`config.mk`:
```
export PLATFORM = sky130hd
export DESIGN_NAME = spm_seq_ctrl_flat
export DESIGN_NICKNAME = d
export VERILOG_FILES = /design/src/rtl/spm_seq_ctrl_pkg.sv /design/src/rtl/spm_seq_ctrl_if.sv /design/src/rtl/spm_seq_ctrl_shreg.sv /design/src/rtl/spm_seq_ctrl.sv /design/src/flat_wrapper.sv
export SDC_FILE = /design/constraint.sdc
export NUM_CORES = 1
export LEC_CHECK = 0
export BUFFER_PORTS_ARGS = -buffer_cell sky130_fd_sc_hd__buf_2
export CAP_MARGIN = 20
export CORE_ASPECT_RATIO = 0.8
export CORE_UTILIZATION = 45
export CTS_CLUSTER_DIAMETER = 60
export CTS_CLUSTER_SIZE = 16
export DETAILED_ROUTE_END_ITERATION = 10
export PLACE_DENSITY = 0.7
export RECOVER_POWER = 25
export SLEW_MARGIN = 15
export SYNTH_ARGS = -nofsm -noshare
export SYNTH_HDL_FRONTEND = slang
export SYNTH_HIERARCHICAL = 1
export SYNTH_SLANG_ARGS = --single-unit
```
`constraint.sdc`:
```
create_clock -name clk -period 1.66 [get_ports clk]
set_input_delay 0 -clock clk [delete_from_list [all_inputs] [get_ports clk]]
set_output_delay 0 -clock clk [all_outputs]
set_load 0.01 [all_outputs]
```
`src/rtl/spm_seq_ctrl_pkg.sv`:
```
// Shared types and helpers for the spm serial-parallel multiplier sequencer.
package spm_seq_pkg;

  typedef enum logic [1:0] {
    IDLE = 2'd0,
    RUN  = 2'd1,
    DONE = 2'd2
  } state_t;

  // Counter width: must hold 0 .. 2N+P_LAT without wrapping.
  function automatic int cnt_w(input int n, input int p_lat);
    return $clog2(2 * n + p_lat + 1);
  endfunction

endpackage

```
`src/rtl/spm_seq_ctrl_if.sv`:
```
// Operand/result handshakes plus the parallel/serial lines to the spm array.
// The master side is the environment (operand producer, result consumer and
// the array's serial product output); the slave side is the sequencer.
interface spm_seq_ctrl_if #(
  parameter int N = 8
);
  logic           in_valid;
  logic           in_ready;
  logic [N-1:0]   in_x;
  logic [N-1:0]   in_y;
  logic [N-1:0]   spm_x;
  logic           spm_y;
  logic           spm_p;
  logic           out_valid;
  logic           out_ready;
  logic [2*N-1:0] out_p;

  modport master (
    output in_valid, in_x, in_y, out_ready, spm_p,
    input  in_ready, out_valid, out_p, spm_x, spm_y
  );

  modport slave (
    input  in_valid, in_x, in_y, out_ready, spm_p,
    output in_ready, out_valid, out_p, spm_x, spm_y
  );
endinterface

```
`src/rtl/spm_seq_ctrl_shreg.sv`:
```
// Right-shifting register with parallel load. The vacated MSB either repeats
// the current MSB (sign extension) or takes the serial input.
module spm_seq_shreg #(
  parameter int WIDTH    = 8,
  parameter bit FILL_MSB = 1'b0
) (
  input  logic             clk,
  input  logic             rst,
  input  logic             load_i,
  input  logic [WIDTH-1:0] load_val_i,
  input  logic             shift_i,
  input  logic             ser_i,
  output logic [WIDTH-1:0] q_o
);
  logic [WIDTH-1:0] q_q;
  logic [WIDTH-1:0] q_d;
  logic [WIDTH-1:0] shift_val;

  genvar gi;
  generate
    for (gi = 0; gi < WIDTH - 1; gi++) begin : g_shift
      assign shift_val[gi] = q_q[gi+1];
    end
  endgenerate
  assign shift_val[WIDTH-1] = FILL_MSB ? q_q[WIDTH-1] : ser_i;

  // Next value: load wins over shift, otherwise hold.
  always_comb begin
    q_d = q_q;
    if (load_i) begin
      q_d = load_val_i;
    end else if (shift_i) begin
      q_d = shift_val;
    end
  end

  // State register, cleared by the asynchronous reset.
  always_ff @(posedge clk or negedge rst) begin
    if (!rst) begin
      q_q <= '0;
    end else begin
      q_q <= q_d;
    end
  end

  assign q_o = q_q;
endmodule

```
`src/rtl/spm_seq_ctrl.sv`:
```
// Sequencer for the spm serial-parallel multiplier array: holds x parallel on
// the array, streams y LSB-first (extended to 2N bits), collects the serial
// product and hands the 2N-bit result out through a valid/ready handshake.
module spm_seq_ctrl
  import spm_seq_pkg::*;
#(
  parameter int N      = 8,
  parameter bit SIGNED = 1'b1,
  parameter int P_LAT  = 1
) (
  input  logic          clk,
  input  logic          rst,
  spm_seq_ctrl_if.slave bus,
  output logic          busy
);
  localparam int             CW     = cnt_w(N, P_LAT);
  localparam logic [CW-1:0]  LAST_C = CW'(2 * N + P_LAT - 1);
  localparam logic [CW-1:0]  FEED_C = CW'(2 * N);
  localparam logic [CW-1:0]  PLAT_C = CW'(P_LAT);
  localparam logic [1:0]     S_IDLE = 2'(IDLE);
  localparam logic [1:0]     S_RUN  = 2'(RUN);
  localparam logic [1:0]     S_DONE = 2'(DONE);

  logic [1:0]     state_q, state_d;
  logic [CW-1:0]  cnt_q, cnt_d;
  logic [N-1:0]   spm_x_q, spm_x_d;
  logic [2*N-1:0] out_p_q, out_p_d;
  logic [N-1:0]   ysh;
  logic [2*N-1:0] psh;
  logic           accept;
  logic           running;
  logic           capture;
  logic           unused_bits;

  assign accept  = bus.in_valid & bus.in_ready;
  assign running = (state_q == S_RUN);
  assign capture = running && (cnt_q >= PLAT_C);

  // y serialiser: after N shifts the fill supplies the sign (or zero) bits.
  spm_seq_shreg #(.WIDTH(N), .FILL_MSB(SIGNED)) u_ysh (
    .clk        (clk),
    .rst        (rst),
    .load_i     (accept),
    .load_val_i (bus.in_y),
    .shift_i    (running),
    .ser_i      (1'b0),
    .q_o        (ysh)
  );

  // p deserialiser: product bits enter at the MSB and walk down to bit 0.
  spm_seq_shreg #(.WIDTH(2 * N), .FILL_MSB(1'b0)) u_psh (
    .clk        (clk),
    .rst        (rst),
    .load_i     (accept),
    .load_val_i ('0),
    .shift_i    (capture),
    .ser_i      (bus.spm_p),
    .q_o        (psh)
  );

  // Only the serial end of ysh and the upper bits of psh are consumed here.
  assign unused_bits = ^{ysh[N-1:1], psh[0]};

  // Next-state: accept in IDLE, count through RUN, release result in DONE.
  always_comb begin
    state_d = state_q;
    cnt_d   = cnt_q;
    spm_x_d = spm_x_q;
    out_p_d = out_p_q;
    case (state_q)
      S_IDLE: begin
        if (accept) begin
          spm_x_d = bus.in_x;
          cnt_d   = '0;
          state_d = S_RUN;
        end
      end
      S_RUN: begin
        cnt_d = cnt_q + 1'b1;
        if (cnt_q == LAST_C) begin
          // Fold the final capture in directly rather than waiting a cycle.
          out_p_d = {bus.spm_p, psh[2*N-1:1]};
          state_d = S_DONE;
        end
      end
      S_DONE: begin
        if (bus.out_ready) begin
          spm_x_d = '0;
          state_d = S_IDLE;
        end
      end
      default: state_d = S_IDLE;
    endcase
  end

  // Control and datapath registers; reset aborts any operation in flight.
  always_ff @(posedge clk or negedge rst) begin
    if (!rst) begin
      state_q <= S_IDLE;
      cnt_q   <= '0;
      spm_x_q <= '0;
      out_p_q <= '0;
    end else begin
      state_q <= state_d;
      cnt_q   <= cnt_d;
      spm_x_q <= spm_x_d;
      out_p_q <= out_p_d;
    end
  end

  // Beyond 2N feed cycles the array is drained with zeros.
  assign bus.spm_y     = running && (cnt_q < FEED_C) ? ysh[0] : 1'b0;
  assign bus.spm_x     = spm_x_q;
  assign bus.in_ready  = (state_q == S_IDLE) & rst;
  assign bus.out_valid = (state_q == S_DONE);
  assign bus.out_p     = out_p_q;
  assign busy          = (state_q != S_IDLE);
endmodule
```
`src/flat_wrapper.sv`:
```
// flat-port wrapper written by rule: the top's interface ports become plain ports
module spm_seq_ctrl_flat import spm_seq_pkg::*;
#(
  parameter int N      = 8,
  parameter bit SIGNED = 1'b1,
  parameter int P_LAT  = 1
)
  (clk, rst, busy, bus_in_valid, bus_in_x, bus_in_y, bus_out_ready, bus_spm_p, bus_in_ready, bus_out_valid, bus_out_p, bus_spm_x, bus_spm_y);
  spm_seq_ctrl_if #(.N(N)) bus_i ();
  input  logic clk;
  input  logic rst;
  output logic busy;
  input wire logic [$bits(bus_i.in_valid)-1:0] bus_in_valid;
  input wire logic [$bits(bus_i.in_x)-1:0] bus_in_x;
  input wire logic [$bits(bus_i.in_y)-1:0] bus_in_y;
  input wire logic [$bits(bus_i.out_ready)-1:0] bus_out_ready;
  input wire logic [$bits(bus_i.spm_p)-1:0] bus_spm_p;
  output wire logic [$bits(bus_i.in_ready)-1:0] bus_in_ready;
  output wire logic [$bits(bus_i.out_valid)-1:0] bus_out_valid;
  output wire logic [$bits(bus_i.out_p)-1:0] bus_out_p;
  output wire logic [$bits(bus_i.spm_x)-1:0] bus_spm_x;
  output wire logic [$bits(bus_i.spm_y)-1:0] bus_spm_y;
  assign bus_i.in_valid = bus_in_valid;
  assign bus_i.in_x = bus_in_x;
  assign bus_i.in_y = bus_in_y;
  assign bus_i.out_ready = bus_out_ready;
  assign bus_i.spm_p = bus_spm_p;
  assign bus_in_ready = bus_i.in_ready;
  assign bus_out_valid = bus_i.out_valid;
  assign bus_out_p = bus_i.out_p;
  assign bus_spm_x = bus_i.spm_x;
  assign bus_spm_y = bus_i.spm_y;
  spm_seq_ctrl #(.N(N), .SIGNED(SIGNED), .P_LAT(P_LAT)) u_core (.clk(clk), .rst(rst), .bus(bus_i), .busy(busy));
endmodule
```
==> impl_results.md, run 1 <==
- Most frequent cells in the layout: 53 x dfrtp_1, 48 x buf_2, 25 x nand2_1
- Layout net count: between 300 and 400
- Vias in the first global route: around 1.6k
- WL final: roughly 4600 um
- Die Ht: between 60 and 70 um
- Final antenna diode count: 0
- Final critical-path required period: 1.56 ns
- Clock buffer depth: 2
- Placed cell area: roughly 2800 um2
- Data arrival, critical path: 1.76 ns
- Core area: 5090 um2
- Setup TNS: 0 ns
- Die span in x: 84.0 um
- Critical-path cell list: nand2b_1 > clkinv_4 > nand4_4 > buf_12 > mux2_2
- Fin cells: 346
- Worst flop-to-flop path startpoint: u_core/state_q[0]
- Min-delay src: bus_in_valid
- DR DRC count: 6
- Reg-to-reg setup timing slack: 0.1 ns
- Met1 Track Usage GR: 23.9%
- Area Overhead vs Synth: 29.3%
- Initial DRC count: 88
- Antenna Nets Post-Route: 0
- Clock Latency Late Sink: 0.31 ns
- Fmax: about 640 MHz
- Final Max Slew Viols: 0
- Largest net degree at the start of global routing: 56
- # port buffers: 48
- Drt pass-1 iters: 7
- Most common cell after layout, fill and taps aside: dfrtp_1
- Synth warnings: 6
- Die Footprint: 5680 um2
- CP Capture Type: flop
- Syn Std Cell Area: 2420 um2
- Initial core utilization: 47.6%
- Kind of critical path: reg2reg
- Worst-path clk slew: about 0.090 ns
- Worst ir drop on vdd: 912 uV
- Crit-path slowest cell: dfrtp_1
- FF-to-FF path depth: 5
- WP data required: roughly 1.9 ns
- Outcome: finished, violations left
- Total gr overflow: 0
- Post-Place Cells: 319
- TritonCTS clock tree: built
- GR Util All Layers: 17.5%
- Via count: 1686
- Layer with the highest usage: met2
- Pleak: around 1.6 nW
- Hpwl dp: 3040 um
- RePlAce Congestion: a little under 0.8
- Reg2Reg Capture Point: u_core/bus.out_p[5]
- Fin. Hold Viols: 0
- Setup Viol. Count Final: 0
- Routed len/inst: 13.2 um
- Cell Rows: 23
- H-Tree Depth: 2
- Critical Path Source Type: flop
- Worst hold endpoint: u_core/cnt_q[3]
- CTS root buffer: clkbuf_8
- Avg Cell Area, Syn: 12.4 um2
- Period utilization: 94.0%
- First-pass GRT wire length: ~7600 um
- Syn Inst Count: 195
- Ports: 49
- Unrepaired setup endpoints after global routing: no
- Crit-path max cell delay: approximately 0.43 ns
- Failing checks: DRC
- Hold WC Path Type: in2reg
- TritonCTS Buffers: 5
- Vias per cell: just under 5
- Clock sink count: 54
- Share of layout cells above drive strength 1: between 30 and 40%
- Cells on Worst Hold Path: 4
- Met3 global-route usage: ~3.5%
- Initial antenna violation count: 0
- Setup Skew: slightly below 0.01 ns
- Critical path peak fanout: 13
- GR Layer Usage met2: 27.4%
- Fin area: 3130 um2
- P per Cell Area: 1720 nW/um2
- Max_cap viols: 0
how the worst max path moves through the flow:
| stage | from | endpoint | slack, ns | cells past startpoint |
|---|---|---|---|---|
| floorplan | u_core/state_q[0] | u_core/u_psh/q_o[14] | 0.02 | 5 |
| global placement | u_core/cnt_q[0] | u_core/u_psh/q_o[13] | 0.07 | 6 |
| detailed placement | u_core/cnt_q[0] | u_core/u_psh/q_o[15] | 0.04 | 6 |
| CTS | rst | bus_in_ready | 0.02 | 6 |
| global route | u_core/state_q[0] | u_core/bus.out_p[5] | 0.01 | 5 |
| finish | u_core/state_q[0] | u_core/bus.out_p[5] | 0.1 | 5 |
critical path: cells and delay by family (launching register included):
kind,cells,cell delay (ns)
flip-flops,1,0.43
multiplexers,1,0.35
AND/OR/NAND/NOR,2,0.40
buffers and inverters,2,0.26
power breakdown:
| group | internal [mW] | switching, mW | leakage (nW) | total, mW |
|---|---|---|---|---|
| sequential | 1.93 | 0.420 | 0.675 | 2.35 |
| combinational | 1.26 | 1.10 | 0.900 | 2.36 |
| clock | 0.290 | 0.398 | 0.0373 | 0.688 |
cell type report:
class | count | area [um2]
clock buffer | 6 | 72.6
clock inverter | 1 | 7.51
fill | 409 | 1960
inverter | 5 | 23.8
multi-input combinational | 138 | 1030
sequential | 54 | 1350
tap | 62 | 77.6
timing repair buffer | 80 | 569
flip-flops by register name (all words and copies together), names as in the netlist:
name,cells
u_core/u_psh/q_o,15
u_core/u_ysh/q_o,8
u_core/bus.out_p,16
u_core/cnt_q,5
u_core/state_q,2
u_core/bus.spm_x,8
metal layers:
layer  wire, um  share of wire (%)  vias to the layer above
li1           -                  -                      837
met5          0                  0                        -
met1       2330                 51                      803
met3        206                4.5                        4
met4         23               0.50                        0
met2       2020                 44                       42
through the flow:
stage | utilization, % | power [mW] | hold slack (ns) | setup slack [ns]
after floorplan | - | 3.99 | -0.296 | 0.0215
after global placement | 55.7 | 4.57 | 0.214 | 0.0708
after detailed placement | 55.7 | 4.67 | 0.219 | 0.0410
after CTS | 61.0 | 5.40 | 0.256 | 0.0195
after global routing | 61.5 | 5.81 | 0.275 | 0.0113
final | 61.5 | 5.39 | 0.266 | 0.0990
what timing repair did:
action                                  in CTS  in global routing
hold buffers                                19                  0
buffers inserted                             0                  1
resized for setup                            0                  5
endpoints found under the setup margin       0                 24
endpoints found under the hold margin       72                  0
No activity file was read; power rests on OpenSTA's default activity.
==> inputs of run 2 (changes only) <==
- CORE_UTILIZATION: 45 -> 49
- PLACE_DENSITY: 0.7 -> 0.75
- clock period: 1.66 -> 1.37 ns (I/O delays scaled with it)
==> run 2 against run 1 <==
Critical endpoint is now u_core/u_psh/q_o[4]. Worst setup slack worse by 0.24 ns. Largest cell class unchanged. Fmax is 3.6% higher. First-iteration DRC count is 20% lower. Design area is 9.3% higher. The run ends with setup timing left. Total power is 36% higher.
==> impl_results.md, run 2 (synthesized netlist as in run 1, its figures left out) <==
- Vias in the first global route: 1814 (+11%)
- Ports: 49 (unchanged)
- Hold WC Path Type: in2async
- Finished Core Util: 73.2% (+12 points)
- Slew at the pin with the worst max-slew slack: 0.780 ns
- Data arrival, critical path: 1.70 ns (-0.06 ns)
- Fin. Hold Viols: 0 (unchanged)
- Largest net degree at the start of global routing: 35 (-38%)
- Critical-path cell list: ha_4 > nor4_4 > a21oi_4 > buf_6 > mux2i_1 > o21ai_1
- Die Ht: 64.9 um (-4.0%)
- Slew HR: 48.0%
- Area Overhead vs Synth: 41.3%
- Critical Path Source Type: flop
- Worst-path clk slew: 0.10 ns (about the same)
- Max_cap viols: 0 (unchanged)
- Vias per cell: 4.98 (+2.2%)
- Seq. cell area: 1350 um2 (about the same)
- Total gr overflow: 0 (unchanged)
- Hpwl dp: 3140 um (+3.2%)
- Crit-path max cell delay: 0.47 ns (+0.04 ns)
- GR Util All Layers: 21.8% (+4.4 points)
- Hold_buf cts: 18 (-1)
- Clock Latency Late Sink: 0.31 ns (about the same)
- Setup Skew: 0.00810 ns (-0.00154 ns)
- TritonCTS Buffers: 5 (unchanged)
- WP data required: 1.56 ns (-0.30 ns)
- Final WS setup: -0.136 ns (-0.235 ns)
- Drt pass-1 iters: 4 (-3)
- RePlAce Congestion: 0.763 (-2.2%)
- Final Max Slew Viols: 0 (unchanged)
- Failing checks: setup timing
- DR DRC count: 0 (-6)
- Reg2Reg Capture Point: u_core/u_psh/q_o[4]
- H-Tree Depth: 2 (unchanged)
- Unrepaired setup endpoints after global routing: yes
- Fmax: 664 MHz (+3.6%)
- First-pass GRT wire length: 8510 um (+12%)
- Most frequent cells in the layout: 52 x dfrtp_1, 46 x buf_2, 23 x mux2i_1
- Die span in x: 80.6 um (-4.1%)
- Share of layout cells above drive strength 1: 44.0% (+12 points)
- Cell Rows: 22 (-4.3%)
- Final critical-path required period: 1.51 ns (-0.0548 ns)
- Setup Viol. Count Final: 53 (+53)
- Outcome: finished, violations left
- Pleak: 1.76 nW (+8.8%)
- Largest register FFs: 16 (unchanged)
- Most common cell after layout, fill and taps aside: dfrtp_1
- Via count: 1802 (+6.9%)
- Die Footprint: 5230 um2 (-8.0%)
- Initial DRC count: 70 (-20%)
- Clock sink count: 54 (unchanged)
- FF-to-FF path depth: 6 (+1)
- Initial antenna violation count: 0 (unchanged)
- TritonCTS clock tree: built
- Initial core utilization: 51.8% (+4.2 points)
- Crit-path slowest cell: dfrtp_2
- Fillers: 317 (-22%)
- Reg-to-reg setup timing slack: -0.14 ns (-0.24 ns)
- Routed len/inst: 14.4 um (+8.6%)
- Post-place setup slack: -0.154 ns (-0.195 ns)
- Period utilization: 110% (+16 points)
- Setup TNS: -3.55 ns (-3.55 ns)
- Critical path peak fanout: 5 (-8)
- Kind of critical path: reg2reg
- Worst flop-to-flop path startpoint: u_core/cnt_q[0]
- Area occupied by multi-input gates: 1150 um2 (+12%)
- Layout net count: 325 (+5.5%)
- CTS root buffer: clkbuf_8
- # port buffers: 48 (unchanged)
- Clock buffer depth: 2 (unchanged)
- CP Capture Type: flop
- Final antenna diode count: 0 (unchanged)
- P per Cell Area: 2150 nW/um2 (+25%)
- WL final: 5200 um (+14%)
- Worst ir drop on vdd: 1230 uV (+35%)
- Antenna Nets Post-Route: 0 (unchanged)
- Core area: 4680 um2 (-8.1%)
==> run 2: layout make-up <==
class,count,area share (%)
sequential,54,39.5
clock inverter,2,0.365
inverter,5,0.694
multi-input combinational,138,33.6
clock buffer,6,2.41
tap,60,2.19
timing repair buffer,97,21.2
==> run 2: timing repair <==
action                                  in CTS  in global routing
pin swaps                                    2                  6
endpoints found under the setup margin      51                 54
resized for setup                           20                 28
buffers inserted                             6                  0
gates cloned                                 2                  1
hold endpoints to repair                    50                 32
==> run 2: layer usage <==
metal,share of wire [%],GRT usage (%)
met3,5.1,3.94
met4,1.6,8.04
met2,46,33.5
met5,0,0
met1,47,30.9
==> run 2: power by group <==
group / switching (mW) / internal, mW / total (mW)
clock network: 0.509 / 0.407 / 0.916
logic: 1.63 / 1.92 / 3.55
registers: 0.529 / 2.36 / 2.89
total: 2.66 / 4.69 / 7.36
==> run 2: worst max-delay path by stage <==
stage                       from                    to  slack, ns
2_1_floorplan    u_core/cnt_q[0]  u_core/u_psh/q_o[10]      -0.07
3_3_place_gp   u_core/state_q[0]   u_core/bus.spm_x[1]      -0.09
3_5_place_dp     u_core/cnt_q[1]  u_core/u_psh/q_o[12]      -0.15
4_1_cts          u_core/cnt_q[1]   u_core/u_psh/q_o[4]      -0.09
5_1_grt          u_core/cnt_q[0]  u_core/u_psh/q_o[12]      -0.20
6_report         u_core/cnt_q[0]   u_core/u_psh/q_o[4]      -0.14
==> run 2: worst max-delay path, delay by kind of cell, from the launching register on <==
kind / cells / cell delay (ns)
AOI/OAI and AO/OA: 2 / 0.21
adders and majority gates: 1 / 0.18
buffers and inverters: 1 / 0.16
DFF: 1 / 0.47
muxes: 1 / 0.16
and+or+nand+nor: 1 / 0.20
==> run 2: per-stage QoR <==
step	power [mW]	instance area, um2	hold WS (ns)	cells
floorplan	4.91	2520	-0.296	209
global placement	5.74	2900	0.128	327
CTS	7.09	3310	-0.222	361
global route	7.89	3420	0.0815	362
finish	7.36	3420	0.00269	362
detailed placement	5.86	2900	0.115	327
